## config.mk

```make
export PLATFORM = sky130hd
export DESIGN_NAME = fp_convert_mc_flat
export DESIGN_NICKNAME = d
export VERILOG_FILES = /design/src/rtl/fp_pkg.sv /design/src/rtl/fp_convert_mc_if.sv /design/src/rtl/fpcvt_classify.sv /design/src/rtl/fp_convert_mc.sv /design/src/flat_wrapper.sv
export SDC_FILE = /design/constraint.sdc
export NUM_CORES = 1
export LEC_CHECK = 0
export CAP_MARGIN = 40
export CELL_PAD_IN_SITES_DETAIL_PLACEMENT = 1
export CELL_PAD_IN_SITES_GLOBAL_PLACEMENT = 1
export CORE_ASPECT_RATIO = 0.75
export CORE_UTILIZATION = 33
export DETAILED_ROUTE_END_ITERATION = 8
export PLACE_DENSITY_LB_ADDON = 0.1
export SYNTH_ARGS = -nofsm -noshare
export SYNTH_HDL_FRONTEND = slang
export SYNTH_SLANG_ARGS = --single-unit
```

## constraint.sdc

```tcl
create_clock -name clk -period 3.91 [get_ports clk]
set_clock_uncertainty 0.1 [all_clocks]
set_input_delay 1.173 -clock clk [delete_from_list [all_inputs] [get_ports clk]]
set_output_delay 1.173 -clock clk [all_outputs]
set_load 0.03 [all_outputs]
```

## src/rtl/fp_pkg.sv

```systemverilog
// Shared constants, state and case encodings for the fp16/fp32 converter.
package fp_pkg;

  localparam logic [7:0]  F16_BIAS     = 8'd15;
  localparam logic [7:0]  F32_BIAS     = 8'd127;
  localparam logic [7:0]  BIAS_DIFF    = 8'd112;

  localparam logic [7:0]  NARROW_OVF_E  = 8'd143;
  localparam logic [7:0]  NARROW_NORM_E = 8'd113;
  localparam logic [7:0]  NARROW_SUB_E  = 8'd103;
  // fp32 exponent of a widened fp16 subnormal before subtracting the shift count
  localparam logic [7:0]  WIDEN_SUB_E   = 8'd113;

  localparam logic [31:0] NAN32  = 32'h7FC0_0000;
  localparam logic [15:0] NAN16  = 16'h7E00;
  localparam logic [15:0] MAXF16 = 16'h7BFF;

  typedef enum logic [1:0] {
    IDLE     = 2'd0,
    CLASSIFY = 2'd1,
    SHIFT    = 2'd2,
    DONE     = 2'd3
  } state_e;

  typedef enum logic [2:0] {
    CASE_ZERO    = 3'd0,
    CASE_INF     = 3'd1,
    CASE_NAN     = 3'd2,
    CASE_NORMAL  = 3'd3,
    CASE_SUBNORM = 3'd4,
    CASE_OVF     = 3'd5,
    CASE_UNF     = 3'd6
  } cvt_case_e;

  typedef struct packed {
    logic [31:0] result;
    logic [2:0]  flags;
  } cvt_out_t;

  // Left shifts needed to move the leading one of a nonzero fp16 fraction to bit 10.
  function automatic logic [3:0] widen_shift(input logic [9:0] m);
    logic [3:0] n;
    n = 4'd0;
    for (int i = 0; i < 10; i++) begin
      if (m[i]) begin
        n = 4'(10 - i);
      end else begin
        n = n;
      end
    end
    return n;
  endfunction

endpackage

```

## src/rtl/fp_convert_mc_if.sv

```systemverilog
// Controller-side handshake and data bundle for fp_convert_mc.
interface fp_convert_mc_if;
  logic        start;
  logic        Op;
  logic [31:0] a;
  logic [31:0] Result;
  logic        busy;
  logic        done;
  logic [2:0]  Flags;

  modport master (output start, Op, a, input Result, busy, done, Flags);
  modport slave  (input start, Op, a, output Result, busy, done, Flags);
endinterface

```

## src/rtl/fpcvt_classify.sv

```systemverilog
// Field extraction and case decode for one conversion; also yields the
// initial shift count and the mantissa/sticky to load into the shifter.
module fpcvt_classify
  import fp_pkg::*;
(
  input  logic        op_i,
  input  logic [31:0] a_i,
  output cvt_case_e   case_o,
  output logic        sign_o,
  output logic [7:0]  exp_o,
  output logic [10:0] mant_o,
  output logic        sticky_o,
  output logic [3:0]  shift_o
);

  logic [4:0]  e5_s;
  logic [9:0]  m10_s;
  logic [7:0]  e8_s;
  logic [22:0] m23_s;
  logic [7:0]  sub_n_s;

  assign e5_s    = a_i[14:10];
  assign m10_s   = a_i[9:0];
  assign e8_s    = a_i[30:23];
  assign m23_s   = a_i[22:0];
  assign sub_n_s = NARROW_NORM_E - e8_s;

  // Decode source fields into a case and shifter load values.
  always_comb begin
    case_o   = CASE_ZERO;
    sign_o   = 1'b0;
    exp_o    = 8'd0;
    mant_o   = 11'd0;
    sticky_o = 1'b0;
    shift_o  = 4'd0;
    if (!op_i) begin
      sign_o = a_i[15];
      if (e5_s == 5'd0) begin
        if (m10_s == 10'd0) begin
          case_o = CASE_ZERO;
        end else begin
          case_o  = CASE_SUBNORM;
          shift_o = widen_shift(m10_s);
          mant_o  = {1'b0, m10_s};
        end
      end else if (e5_s == 5'd31) begin
        case_o = (m10_s == 10'd0) ? CASE_INF : CASE_NAN;
      end else begin
        case_o = CASE_NORMAL;
        exp_o  = {3'b000, e5_s} + BIAS_DIFF;
        mant_o = {1'b0, m10_s};
      end
    end else begin
      sign_o = a_i[31];
      if (e8_s == 8'd255) begin
        case_o = (m23_s == 23'd0) ? CASE_INF : CASE_NAN;
      end else if (e8_s == 8'd0) begin
        case_o = (m23_s == 23'd0) ? CASE_ZERO : CASE_UNF;
      end else if (e8_s >= NARROW_OVF_E) begin
        case_o = CASE_OVF;
      end else if (e8_s >= NARROW_NORM_E) begin
        case_o   = CASE_NORMAL;
        exp_o    = e8_s - BIAS_DIFF;
        mant_o   = {1'b0, m23_s[22:13]};
        sticky_o = |m23_s[12:0];
      end else if (e8_s >= NARROW_SUB_E) begin
        case_o   = CASE_SUBNORM;
        shift_o  = sub_n_s[3:0];
        mant_o   = {1'b1, m23_s[22:13]};
        sticky_o = |m23_s[12:0];
      end else begin
        case_o = CASE_UNF;
      end
    end
  end

endmodule

```

## src/rtl/fp_convert_mc.sv

```systemverilog
// Multi-cycle fp16<->fp32 converter: start/done handshake, one-bit-per-cycle
// subnormal shifter with sticky tracking, truncating rounding.
module fp_convert_mc
  import fp_pkg::*;
(
  input  logic           clk,
  input  logic           reset,
  fp_convert_mc_if.slave cvt
);

  state_e      state_q, state_d;
  logic        op_q;
  logic [31:0] a_q;
  logic [10:0] mant_q, mant_d;
  logic [3:0]  cnt_q, cnt_d;
  logic        sticky_q, sticky_d;
  logic [31:0] result_q, result_d;
  logic [2:0]  flags_q, flags_d;

  logic        accept_s, busy_s, done_s;
  cvt_case_e   cls_case_s;
  logic        cls_sign_s;
  logic [7:0]  cls_exp_s;
  logic [10:0] cls_mant_s;
  logic        cls_sticky_s;
  logic [3:0]  cls_shift_s;
  logic [10:0] shift_mant_s;
  logic        shift_sticky_s;
  cvt_out_t    fin_s;

  fpcvt_classify u_classify (
    .op_i     (op_q),
    .a_i      (a_q),
    .case_o   (cls_case_s),
    .sign_o   (cls_sign_s),
    .exp_o    (cls_exp_s),
    .mant_o   (cls_mant_s),
    .sticky_o (cls_sticky_s),
    .shift_o  (cls_shift_s)
  );

  // Pack final result word and {overflow, underflow, inexact}.
  function automatic cvt_out_t compose(input logic op, input cvt_case_e c, input logic s,
                                       input logic [7:0] e, input logic [3:0] n,
                                       input logic [10:0] m, input logic st);
    cvt_out_t   o;
    logic [7:0] sub_e;
    sub_e    = WIDEN_SUB_E - {4'h0, n};
    o.result = 32'h0000_0000;
    o.flags  = 3'b000;
    case (c)
      CASE_ZERO:    o.result = op ? {16'h0000, s, 15'h0000} : {s, 31'h0000_0000};
      CASE_INF:     o.result = op ? {16'h0000, s, 15'h7C00} : {s, 8'hFF, 23'h00_0000};
      CASE_NAN:     o.result = op ? {16'h0000, NAN16} : NAN32;
      CASE_NORMAL: begin
        o.result = op ? {16'h0000, s, e[4:0], m[9:0]} : {s, e, m[9:0], 13'h0000};
        o.flags  = op ? {2'b00, st} : 3'b000;
      end
      CASE_SUBNORM: begin
        o.result = op ? {16'h0000, s, 5'h00, m[9:0]} : {s, sub_e, m[9:0], 13'h0000};
        o.flags  = op ? {1'b0, st, st} : 3'b000;
      end
      CASE_OVF: begin
        o.result = {16'h0000, s, MAXF16[14:0]};
        o.flags  = 3'b101;
      end
      CASE_UNF: begin
        o.result = {16'h0000, s, 15'h0000};
        o.flags  = 3'b011;
      end
      default: begin
        o.result = 32'h0000_0000;
        o.flags  = 3'b000;
      end
    endcase
    return o;
  endfunction

  assign accept_s = cvt.start && ((state_q == IDLE) || (state_q == DONE));

  // State register.
  always_ff @(posedge clk) begin
    if (reset) begin
      state_q <= IDLE;
    end else begin
      state_q <= state_d;
    end
  end

  // Next-state logic.
  always_comb begin
    state_d = state_q;
    case (state_q)
      IDLE:     state_d = accept_s ? CLASSIFY : IDLE;
      CLASSIFY: state_d = (cls_shift_s != 4'd0) ? SHIFT : DONE;
      SHIFT:    state_d = (cnt_q == 4'd1) ? DONE : SHIFT;
      DONE:     state_d = accept_s ? CLASSIFY : IDLE;
      default:  state_d = IDLE;
    endcase
  end

  // Handshake outputs decoded from the state register.
  always_comb begin
    busy_s = (state_q == CLASSIFY) || (state_q == SHIFT);
    done_s = (state_q == DONE);
  end

  // Widen shifts left toward the hidden bit; narrow shifts right into sticky.
  assign shift_mant_s   = op_q ? {1'b0, mant_q[10:1]} : {mant_q[9:0], 1'b0};
  assign shift_sticky_s = sticky_q | (op_q & mant_q[0]);

  // Shifter load/step and final result capture.
  always_comb begin
    mant_d   = mant_q;
    cnt_d    = cnt_q;
    sticky_d = sticky_q;
    result_d = result_q;
    flags_d  = flags_q;
    fin_s    = '0;
    if (state_q == CLASSIFY) begin
      mant_d   = cls_mant_s;
      cnt_d    = cls_shift_s;
      sticky_d = cls_sticky_s;
      fin_s    = compose(op_q, cls_case_s, cls_sign_s, cls_exp_s, cls_shift_s,
                         cls_mant_s, cls_sticky_s);
      if (cls_shift_s == 4'd0) begin
        result_d = fin_s.result;
        flags_d  = fin_s.flags;
      end else begin
        result_d = result_q;
        flags_d  = flags_q;
      end
    end else if (state_q == SHIFT) begin
      mant_d   = shift_mant_s;
      cnt_d    = cnt_q - 4'd1;
      sticky_d = shift_sticky_s;
      fin_s    = compose(op_q, cls_case_s, cls_sign_s, cls_exp_s, cls_shift_s,
                         shift_mant_s, shift_sticky_s);
      if (cnt_q == 4'd1) begin
        result_d = fin_s.result;
        flags_d  = fin_s.flags;
      end else begin
        result_d = result_q;
        flags_d  = flags_q;
      end
    end else begin
      mant_d   = mant_q;
      cnt_d    = cnt_q;
      sticky_d = sticky_q;
    end
  end

  // Operand latch and datapath registers.
  always_ff @(posedge clk) begin
    if (reset) begin
      op_q     <= 1'b0;
      a_q      <= 32'h0000_0000;
      mant_q   <= 11'd0;
      cnt_q    <= 4'd0;
      sticky_q <= 1'b0;
      result_q <= 32'h0000_0000;
      flags_q  <= 3'b000;
    end else begin
      if (accept_s) begin
        op_q <= cvt.Op;
        a_q  <= cvt.a;
      end
      mant_q   <= mant_d;
      cnt_q    <= cnt_d;
      sticky_q <= sticky_d;
      result_q <= result_d;
      flags_q  <= flags_d;
    end
  end

  assign cvt.Result = result_q;
  assign cvt.Flags  = flags_q;
  assign cvt.busy   = busy_s;
  assign cvt.done   = done_s;

endmodule

```

## src/flat_wrapper.sv

```systemverilog
// flat-port wrapper written by rule: the top's interface ports become plain ports
module fp_convert_mc_flat import fp_pkg::*;
  (clk, reset, cvt_start, cvt_Op, cvt_a, cvt_Result, cvt_busy, cvt_done, cvt_Flags);
  fp_convert_mc_if cvt_i ();
  input  logic clk;
  input  logic reset;
  input wire logic [$bits(cvt_i.start)-1:0] cvt_start;
  input wire logic [$bits(cvt_i.Op)-1:0] cvt_Op;
  input wire logic [$bits(cvt_i.a)-1:0] cvt_a;
  output wire logic [$bits(cvt_i.Result)-1:0] cvt_Result;
  output wire logic [$bits(cvt_i.busy)-1:0] cvt_busy;
  output wire logic [$bits(cvt_i.done)-1:0] cvt_done;
  output wire logic [$bits(cvt_i.Flags)-1:0] cvt_Flags;
  assign cvt_i.start = cvt_start;
  assign cvt_i.Op = cvt_Op;
  assign cvt_i.a = cvt_a;
  assign cvt_Result = cvt_i.Result;
  assign cvt_busy = cvt_i.busy;
  assign cvt_done = cvt_i.done;
  assign cvt_Flags = cvt_i.Flags;
  fp_convert_mc u_core (.clk(clk), .reset(reset), .cvt(cvt_i));
endmodule
```

==> flow_summary.yaml <==
synth:
  synth-edff-count: 0
  ys_seq_area_frac: 0.3922
  synth_cells: 568
  yosys-top-cells-area: "dfxtp_1 (39%), nand2_1 (9.6%), a21oi_1 (8.2%), nor2_1 (4.9%), nor3_1 (2.9%)"
  async_flop_share: 0
  synth-main-ff-cell: "dfxtp_1"
  syn_area_um2: 4339
  netlist.top_cell.by_area: "dfxtp_1"
  synth.distinct_cells: 67
  synth.top_cell.area_share: 0.3922
  syn_nets: 611
  yosysWarnings: 0
  postSynthAreaPerCell_um2: 7.639
  synth-seq-cells: 85
clocking:
  cts-root-buf: "clkbuf_16"
  post_cts_resize_count: 0
  clk_latency_ps: 340
  clock_path_buffers: 2
  cts_made_buffers: 9
  post_cts_buffers: 0
  postCtsHoldBufs: 0
  cts_tree: "yes"
  clk_pin_slew_worst_paths_ps: 60
  cts_htree_levels: 3
  clock_sinks: 85
sta:
  finalSetupTns_ps: 0
  setup_violations: 0
  relSlewSlack: 0.4030
  hold_slack_ps: 352.6
  slew_violations: 0
  tightestPinTransition_ps: 895.5
  min_period_ps: 3459
  fin_crit_sh: 0.8848
  max_freq_mhz: 289.1
  hold_viol: 0
  rsz0062_at_grt: "false"
routing:
  first_pass_iters: 4
  vias: 4451
  viasPerCell: 5.564
  routed_wl_mm: 15.04
  drtIter0Drc: 212
  route.detailed.drc: 0
  wl_per_cell_um: 18.81
  antenna_left: 0
die:
  design.die.area_um2: 13620
  start_util: 0.3452
  row_count: 35
  core_um2: 12570
  chipHeight_um: 101.3
  io_pins: 73
  die_w_um: 134.4
setup_path:
  cpPeakStageDelay_ps: 730
  worst_ep_required_time_ps: 4060
  rrSetupSlack_ps: 450
  worstRegToRegCells: 7
  slowest_stage: "a2111oi_2"
  worst_ep_arrival_time_ps: 3610
  critPathLaunchType: "flop"
  path_class: "flop to flop"
  crit_family: "compound AO/OA/AOI/OAI gates"
  path_cells: "or4_4 -> a2111oi_2 -> o2bb2ai_1 -> or3_1 -> o31a_1 -> nor3_1 -> a311oi_1"
  path_buf_inv: 0
  critPathMaxFanout: 14
  r2r_start: "u_core.a_q[24]"
  end_kind: "flop"
  r2r_end: "u_core.cvt.Result[13]"
final_layout:
  final_layout_size_suffix_gt1_frac: 0.08517
  nets: 674
  stdcell_count: 800
  layout_common_cells: "nand2_1 (111), dfxtp_1 (85), a21oi_1 (71), clkdlybuf4s50_1 (71), nor2_1 (57)"
  area_delta_synth_final_pct: 27.85
  n_antenna_cell: 0
  final_common_cell: "nand2_1"
  fin_util: 0.4414
power_and_ir_drop:
  vdd.ir_drop.worst_mv: 0.3363
  leakagePower_nw: 1.907
  totalPowerFinal_w: 0.004533
  power_density_nw_per_um2: 817.1
global_route:
  grt_antenna_before_repair: 0
  grt_first_pass_wirelength_mm: 24.04
  grt_pass1_vias: 4454
  grt_usage: 0.2307
  grt-ovfl-total: 0
  grt_start_max_net_pins: 34
hold_path:
  worstHoldPathCells: 2
  min_from: "u_core.cvt.Result[27]"
  hp-class: "flop to flop"
  hold_end: "u_core.cvt.Result[27]"
job:
  max_cap_viol_count: 0
placed_design:
  place.gp.congestion: 0.9434
  port_buffers: 72
  hpwl_mm: 11.53
  place_inst: 786
status:
  status: "finished clean"
[metal layers]
metal / track usage / share of wire / up-vias
met3: 0.03854 / 0.044 / 18
met5: 0 / 0 / -
met4: 0.06742 / 0.016 / 0
met1: 0.3170 / 0.49 / 2165
li1: - / - / 2154
met2: 0.3727 / 0.45 / 114
[cell type report]
| class | count | area (um2) |
|---|---|---|
| fill | 1488 | 7020 |
| multi-input combinational | 432 | 2419 |
| sequential | 85 | 1702 |
| timing repair buffer | 90 | 858.3 |
| clock buffer | 10 | 239.0 |
| tap | 166 | 207.7 |
| clock inverter | 4 | 73.82 |
| inverter | 13 | 48.80 |
[worst max path at each step]
stage	startpoint	endpoint	slack (ps)	cells past startpoint
floorplan	u_core.a_q[24]	u_core.cvt.Result[1]	1170	10
global placement	u_core.a_q[24]	u_core.cvt.Result[13]	570	7
CTS	u_core.a_q[24]	u_core.cvt.Result[13]	450	7
global route	u_core.op_q	u_core.cvt.Result[14]	190	7
finish	u_core.a_q[24]	u_core.cvt.Result[13]	450	7
detailed placement	u_core.a_q[24]	u_core.cvt.Result[13]	500	7
[stage by stage]
stage	setup slack, ps	cell area, um2
after floorplan	1168	4339
after global placement	569.6	5220
after detailed placement	501.2	5235
after CTS	451.6	5548
after global routing	191.5	5548
final	450.5	5548
[flip-flops by register name, summed over array words and instances, names as in the netlist]
| register | cells |
|---|---|
| u_core.cvt.Flags | 3 |
| u_core.a_q | 32 |
| u_core.op_q | 1 |
| u_core.state_q | 2 |
| u_core.cvt.Result | 31 |
| u_core.sticky_q | 1 |
| u_core.cnt_q | 4 |
| u_core.mant_q | 11 |
[logic make-up after synthesis]
logic type	synth area share
and+or+nand+nor	0.2607
AOI/OAI and AO/OA	0.2705
DFF	0.3922
buffers and inverters	0.05248
adders and majority gates	0.02018
xor gates and xnor gates	0.004038
[cells in the mapped netlist (all sizes together), types with 3 or more instances]
| library cell | instances |
|---|---|
| clkbuf | 29 |
| a311oi | 4 |
| nor3 | 26 |
| dfxtp | 85 |
| or3 | 4 |
| a21oi | 71 |
| o21ai | 27 |
| ha | 7 |
| buf | 9 |
| a22o | 12 |
| a22oi | 3 |
| nand2b | 6 |
| nor2 | 58 |
| nor2b | 4 |
| o211ai | 8 |
| inv | 13 |
| nand3 | 12 |
| nand2 | 111 |
| or4 | 3 |
| nor4 | 7 |
| and3 | 3 |
| a211oi | 18 |
| and2 | 4 |
[power by group]
group	total (W)	switching [W]	internal [W]
registers	0.00132	0.000221	0.00110
clock network	0.000923	0.000353	0.000570
logic	0.00229	0.00147	0.000821
[worst reg2reg max path, cell delays in order (launching register included)]
cell	delay [ps]
dfxtp_1	390
or4_4	580
a2111oi_2	730
o2bb2ai_1	250
or3_1	210
o31a_1	540
nor3_1	250
a311oi_1	310
(Power assumes the default switching activity.)
